### config.mk
export PLATFORM = sky130hd
export DESIGN_NAME = aqalu_seq
export DESIGN_NICKNAME = d
export VERILOG_FILES = /design/src/rtl/aqalu_pkg.sv /design/src/rtl/aqalu_prescaler.sv /design/src/rtl/aqalu_seq.sv
export SDC_FILE = /design/constraint.sdc
export NUM_CORES = 1
export LEC_CHECK = 0
export CAP_MARGIN = 20
export CORE_MARGIN = 2
export CORE_UTILIZATION = 57
export DETAILED_ROUTE_END_ITERATION = 10
export PLACE_DENSITY = 0.8
export SLEW_MARGIN = 25
export SYNTH_ARGS = -nofsm -noshare
export SYNTH_HDL_FRONTEND = slang
export SYNTH_SLANG_ARGS = --single-unit
### constraint.sdc
create_clock -name clock -period 2.9 [get_ports clock]
set_input_delay 0.58 -clock clock [delete_from_list [all_inputs] [get_ports clock]]
set_output_delay 0.58 -clock clock [all_outputs]
set_load 0.02 [all_outputs]
### src/rtl/aqalu_pkg.sv
// Shared definitions for the sequential AQALU: opcode map, FSM states and
// CMP result flag positions.
package aqalu_pkg;

    // Opcode map. Every 4-bit code is assigned; 4'b1111 is the timed op.
    localparam logic [3:0] OP_ADD   = 4'b0000;
    localparam logic [3:0] OP_SUB   = 4'b0001;
    localparam logic [3:0] OP_MUL   = 4'b0010;
    localparam logic [3:0] OP_AND   = 4'b0011;
    localparam logic [3:0] OP_OR    = 4'b0100;
    localparam logic [3:0] OP_XOR   = 4'b0101;
    localparam logic [3:0] OP_NOT   = 4'b0110;
    localparam logic [3:0] OP_SHL   = 4'b0111;
    localparam logic [3:0] OP_SHR   = 4'b1000;
    localparam logic [3:0] OP_CMP   = 4'b1001;
    localparam logic [3:0] OP_MAX   = 4'b1010;
    localparam logic [3:0] OP_MIN   = 4'b1011;
    localparam logic [3:0] OP_MAC   = 4'b1100;
    localparam logic [3:0] OP_CLR   = 4'b1101;
    localparam logic [3:0] OP_PASS  = 4'b1110;
    localparam logic [3:0] OP_TIMED = 4'b1111;

    // IDLE: nothing pending. TIMER: timed op counting down. DONE: result held.
    typedef enum logic [1:0] {
        IDLE  = 2'd0,
        TIMER = 2'd1,
        DONE  = 2'd2
    } aluState_t;

    // Bit positions of the CMP flags inside result.
    localparam int CMP_EQ = 0;
    localparam int CMP_GT = 1;
    localparam int CMP_LT = 2;

endpackage

### src/rtl/aqalu_prescaler.sv
// Free-running seconds prescaler: divides the clock by TICKS_PER_SEC and
// counts elapsed "seconds", wrapping at 2^SEC_W.
module aqalu_prescaler #(
    parameter int TICKS_PER_SEC = 1000,
    parameter int SEC_W         = 8
) (
    input  logic             clock,
    input  logic             reset,
    output logic             tick,
    output logic [SEC_W-1:0] secCount
);

    // A one-cycle second still needs a one-bit counter.
    localparam int CNT_W = (TICKS_PER_SEC > 1) ? $clog2(TICKS_PER_SEC) : 1;
    localparam logic [CNT_W-1:0] LAST = CNT_W'(TICKS_PER_SEC - 1);

    logic [CNT_W-1:0] preCnt;

    // The terminal count of the prescaler marks the end of a second.
    assign tick = (preCnt == LAST);

    // Count 0..TICKS_PER_SEC-1 continuously and bump the seconds on each wrap.
    always_ff @(posedge clock) begin
        // NOTE: registered state uses non-blocking assignments only, so every
        // flop samples the pre-edge values of its neighbours.
        if (!reset) begin
            preCnt   <= '0;
            secCount <= '0;
        end else if (tick) begin
            preCnt   <= '0;
            secCount <= secCount + SEC_W'(1);
        end else begin
            preCnt   <= preCnt + CNT_W'(1);
        end
    end

endmodule

### src/rtl/aqalu_seq.sv
// Handshaked, registered ALU with an accumulator and a multi-cycle timed op.
// One result is held at a time; a new request is taken in the same cycle the
// pending result is consumed, which gives one op per cycle back to back.
module aqalu_seq
    import aqalu_pkg::*;
#(
    parameter int WIDTH         = 2,
    parameter int OUT_W         = 8,
    parameter int TICKS_PER_SEC = 1000,
    parameter int SEC_W         = 8
) (
    input  logic             clock,
    input  logic             reset,
    input  logic             in_valid,
    output logic             in_ready,
    input  logic [WIDTH-1:0] a,
    input  logic [WIDTH-1:0] b,
    input  logic [3:0]       opcode,
    output logic             out_valid,
    input  logic             out_ready,
    output logic [OUT_W-1:0] result,
    output logic             busy,
    output logic [SEC_W-1:0] sec_count
);

    localparam int TICK_W = (TICKS_PER_SEC > 1) ? $clog2(TICKS_PER_SEC) : 1;
    localparam logic [TICK_W-1:0] TICK_RELOAD = TICK_W'(TICKS_PER_SEC - 1);

    aluState_t        state;
    logic [OUT_W-1:0] acc;
    logic [TICK_W-1:0] tickCnt;
    logic [WIDTH-1:0] secLeft;
    logic [WIDTH-1:0] elapsed;

    logic             accept;
    logic             consume;
    logic [WIDTH-1:0] aInv;
    logic [OUT_W-1:0] aExt;
    logic [OUT_W-1:0] bExt;
    logic [OUT_W-1:0] aluResult;
    logic [OUT_W-1:0] accNext;
    logic             startTimer;
    logic             secTick;

    // Free-running elapsed-seconds counter, independent of the handshake.
    aqalu_prescaler #(
        .TICKS_PER_SEC(TICKS_PER_SEC),
        .SEC_W        (SEC_W)
    ) uPrescaler (
        .clock   (clock),
        .reset   (reset),
        .tick    (secTick),
        .secCount(sec_count)
    );

    // A request is taken whenever no timed op is running and the output slot
    // is free or being freed this cycle; never while reset is held.
    assign consume  = out_valid && out_ready;
    assign in_ready = reset && (state != TIMER) && (!out_valid || out_ready);
    assign accept   = in_valid && in_ready;

    // Operands are unsigned and zero-extended before any arithmetic, so every
    // result wraps mod 2^OUT_W. NOT is taken at WIDTH bits and then extended.
    assign aInv = ~a;
    assign aExt = OUT_W'(a);
    assign bExt = OUT_W'(b);

    // Combinational datapath: result and next accumulator for the current request.
    always_comb begin
        // NOTE: defaults first, so every path assigns every output and no
        // latch is inferred.
        aluResult  = '0;
        accNext    = acc;
        startTimer = 1'b0;
        case (opcode)
            OP_ADD:  aluResult = aExt + bExt;
            OP_SUB:  aluResult = aExt - bExt;
            OP_MUL:  aluResult = aExt * bExt;
            OP_AND:  aluResult = aExt & bExt;
            OP_OR:   aluResult = aExt | bExt;
            OP_XOR:  aluResult = aExt ^ bExt;
            OP_NOT:  aluResult = OUT_W'(aInv);
            OP_SHL:  aluResult = aExt << b;
            OP_SHR:  aluResult = aExt >> b;
            OP_CMP: begin
                aluResult[CMP_EQ] = (a == b);
                aluResult[CMP_GT] = (a > b);
                aluResult[CMP_LT] = (a < b);
            end
            OP_MAX:  aluResult = (a > b) ? aExt : bExt;
            OP_MIN:  aluResult = (a < b) ? aExt : bExt;
            OP_MAC: begin
                accNext   = acc + aExt * bExt;
                aluResult = accNext;
            end
            OP_CLR: begin
                accNext   = '0;
                aluResult = '0;
            end
            OP_PASS: aluResult = aExt;
            OP_TIMED: begin
                // A zero-second wait completes like any single-cycle op with 0.
                startTimer = (a != '0);
                aluResult  = '0;
            end
            default: aluResult = '0;
        endcase
    end

    // Control FSM with registered outputs: accept, hold until consumed, and
    // run the reloadable per-op second counter while in TIMER.
    always_ff @(posedge clock) begin
        if (!reset) begin
            state     <= IDLE;
            out_valid <= 1'b0;
            result    <= '0;
            busy      <= 1'b0;
            acc       <= '0;
            tickCnt   <= '0;
            secLeft   <= '0;
            elapsed   <= '0;
        end else begin
            case (state)
                IDLE, DONE: begin
                    if (accept) begin
                        acc <= accNext;
                        if (startTimer) begin
                            state     <= TIMER;
                            busy      <= 1'b1;
                            out_valid <= 1'b0;
                            tickCnt   <= TICK_RELOAD;
                            secLeft   <= a;
                            elapsed   <= '0;
                        end else begin
                            state     <= DONE;
                            out_valid <= 1'b1;
                            result    <= aluResult;
                        end
                    end else if (consume) begin
                        state     <= IDLE;
                        out_valid <= 1'b0;
                    end
                end
                TIMER: begin
                    if (tickCnt == '0) begin
                        tickCnt <= TICK_RELOAD;
                        secLeft <= secLeft - WIDTH'(1);
                        elapsed <= elapsed + WIDTH'(1);
                        // Last second ends: busy hands over to out_valid in one edge.
                        if (secLeft == WIDTH'(1)) begin
                            state     <= DONE;
                            busy      <= 1'b0;
                            out_valid <= 1'b1;
                            result    <= OUT_W'(elapsed + WIDTH'(1));
                        end
                    end else begin
                        tickCnt <= tickCnt - TICK_W'(1);
                    end
                end
                default: begin
                    state     <= IDLE;
                    out_valid <= 1'b0;
                    busy      <= 1'b0;
                end
            endcase
        end
    end

endmodule

==> metrics.txt <==
outcome=finished clean; clk_lat worst skew=310 ps; fillers=382; Highest Signal Layer=met4; die height=77.65 µm; mapped cell area=0.003092 mm²; Final #Nets=463; Worst-Margin Slew=486.8 ps; postcts setup bufs=0; Clock Skew=~13 ps; VDD IR-drop max=365.6 µV; dpl cell area=0.003647 mm²; Hold WS=480.4 ps; Antenna Violating Nets Remaining=0; I/O Buffers=30; crit path launch type=primary input; Met2 Routed Length=roughly 3700 µm; Max H-tree Level=2; Placed Instances=around 490; Hold Vio Cnt, Final=0; Clock Sinks=a little over 50; die area=0.006030 mm²; root buffer cell=clkbuf_8; final setup vio count=0; Area contributors post-synth=dfxtp_1 (33%), ha_1 (7.7%), nor2_1 (6.2%), a21oi_1 (5.3%), xor2_1 (3.7%); post-synth top area cell=dfxtp_1; CTS resizes=0; Routed Wire Length=7554 µm; Non-Filler Instances=499; Setup CP Type=primary input to register; design area=0.003779 mm²; Clk pin slew, worst setup/hold paths=approximately 90 ps; ANT cells=0; critical path capture point type=register; hold crit path type=register to register; share of layout cells above drive strength 1=about an eighth; post-synth top area share=33.02%; Chip Width=77.65 µm; hold-fix buffers at CTS=0; Slew Limit Headroom=67.43%; Final Max Slew Viols=0; Area Growth Syn to Fin=22.22%; GRT Overall Usage=25.39%; Post-synth top cells=dfxtp_1 (51), nor2_1 (51), a21oi_1 (33); share of synthesized registers carrying an async set or reset=0%; HPWL Detailed=5560 µm; Worst EP required=3110 ps; Core ar.=0.005172 mm²; Max-cap violations=0; Tcrit/Tclk final=around 95%; Syn Inst Count=377; grt ovf=0; Peak Freq=361.6 MHz; Initial Util=between 50% and 60%; Leak=1.501 nW; cell row count=26; final worst path period need=around 2800 ps; vias in the first global route=2,795; wire length per cell=15.14 µm; first-pass GRT wire length=approximately 13,000 µm; Via density=5.868; antenna violations before repair=0; met1 wire length=between 3000 and 4000 µm; Worst Setup SP=a[1]; RR Startpoint=tickCnt[0]; I/O pin cnt=31; TritonCTS buffer count=5; DR DRC count=0; P per Cell Area=roughly 370 mW/mm²; Syn Nets=411; FF+latch count, synth=51; pin count of the biggest net entering global routing=30; global placer's final weighted congestion=0.9375; wire length on met3=between 400 and 500 µm; CP arrival=around 3000 ps; sequential area share after synthesis=33.02%; initial drt markers=247; Longest Clk Path Bufs=2; Warnings, synthesis=0; synth unique cells=57; Mean Syn Cell Area=8.201 µm²; number of synthesized flops with an enable pin=0; Final Power=0.001397 W; DR pass1 iterations=5; Vias=2,928; Hold Startpoint=uPrescaler.preCnt[0]; TritonCTS clock tree=done; dominant synthesized flop cell=dfxtp_1; Max FO, Critical Path=3
-- critical path, cell delays in order --
cell	delay (ps)
clkdlybuf4s50_1	510
nand2_1	90
inv_1	100
ha_1	270
fa_2	400
a21o_1	190
a21oi_1	160
nand3b_1	170
xor2_1	160
o21ai_0	100
a22o_1	240
-- metrics by stage --
| stage | setup slack, ps | util (%) | TNS [ps] |
|---|---|---|---|
| floorplan | 197.1 | - | 0 |
| global placement | -164.0 | 70.51 | -1142 |
| detailed placement | -252.3 | 70.51 | -1785 |
| CTS | 43.04 | 72.28 | 0 |
| global route | -63.25 | 73.05 | -141.8 |
| finish | 134.3 | 73.05 | 0 |
-- worst paths after layout --
| check | to | slack (ps) | cells after the start |
|---|---|---|---|
| hold / removal | uPrescaler.preCnt[0] | 480 | 1 |
| hold reg to reg | uPrescaler.preCnt[0] | 480 | 1 |
| setup / recovery | result[6] | 130 | 11 |
| setup reg to reg | result[7] | 670 | 8 |
-- kinds of logic (layout without fill, tap and decap cells) --
group                    after synthesis  in the layout  share of synthesized area, %
AND/OR/NAND/NOR                      146            146                         24.40
AO/OA/AOI/OAI                         96             96                         20.32
flip-flops                            51             51                         33.02
buffers and inverters                 33             85                         4.168
XOR/XNOR                              24             24                         6.799
adder cells (fa/ha/maj)               22             22                         9.632
multiplexers                           5              5                         1.659
-- power breakdown --
part,internal (W),leakage (nW),switching (W),total [W]
sequential,0.000712,0.412,0.0000108,0.000723
clock,0.000193,0.0477,0.000238,0.000431
combinational,0.000114,1.04,0.000130,0.000243
total,0.00102,1.50,0.000379,0.00140
-- sequential cells by signal (all words and copies together) (netlist names) --
register	count
busy	1
out_valid	1
uPrescaler.secCount	8
uPrescaler.preCnt	10
elapsed	2
acc	8
tickCnt	10
secLeft	2
result	8
state	1
-- final cells by class --
type | instances | area, µm² | area share [%]
multi-input cells | 293 | 1977 | 52.32
flip-flops and latches | 51 | 1021 | 27.02
repair buffers | 61 | 538.0 | 14.24
well taps | 70 | 87.58 | 2.318
clock buffers | 6 | 82.58 | 2.185
inverters | 17 | 63.81 | 1.689
clock inverters | 1 | 8.758 | 0.2318
-- cell usage in the layout, fill, tap and decap left out, types with 3 or more instances in the layout --
cell type	instances
a211oi_1	7
a21o_1	4
a21oi_1	33
a22o_1	8
a32oi_1	3
and3_1	5
buf_4	31
clkbuf_8	6
clkdlybuf4s50_1	28
dfxtp_1	51
ha_1	17
inv_1	16
mux2i_1	4
nand2_1	24
nand2b_1	6
nand3_1	16
nand4_1	3
nor2_1	51
nor2b_1	6
nor3_1	12
nor4_1	4
o211ai_1	3
o21ai_0	14
o21ai_1	3
or3_1	4
xnor2_1	10
xor2_1	13
-- metal layers --
layer	vias to the layer above	global-route usage (%)
li1	1446	-
met1	1380	32.14
met2	89	43.88
met3	13	4.535
met4	0	7.679
met5	-	0
(Power assumes the default switching activity.)
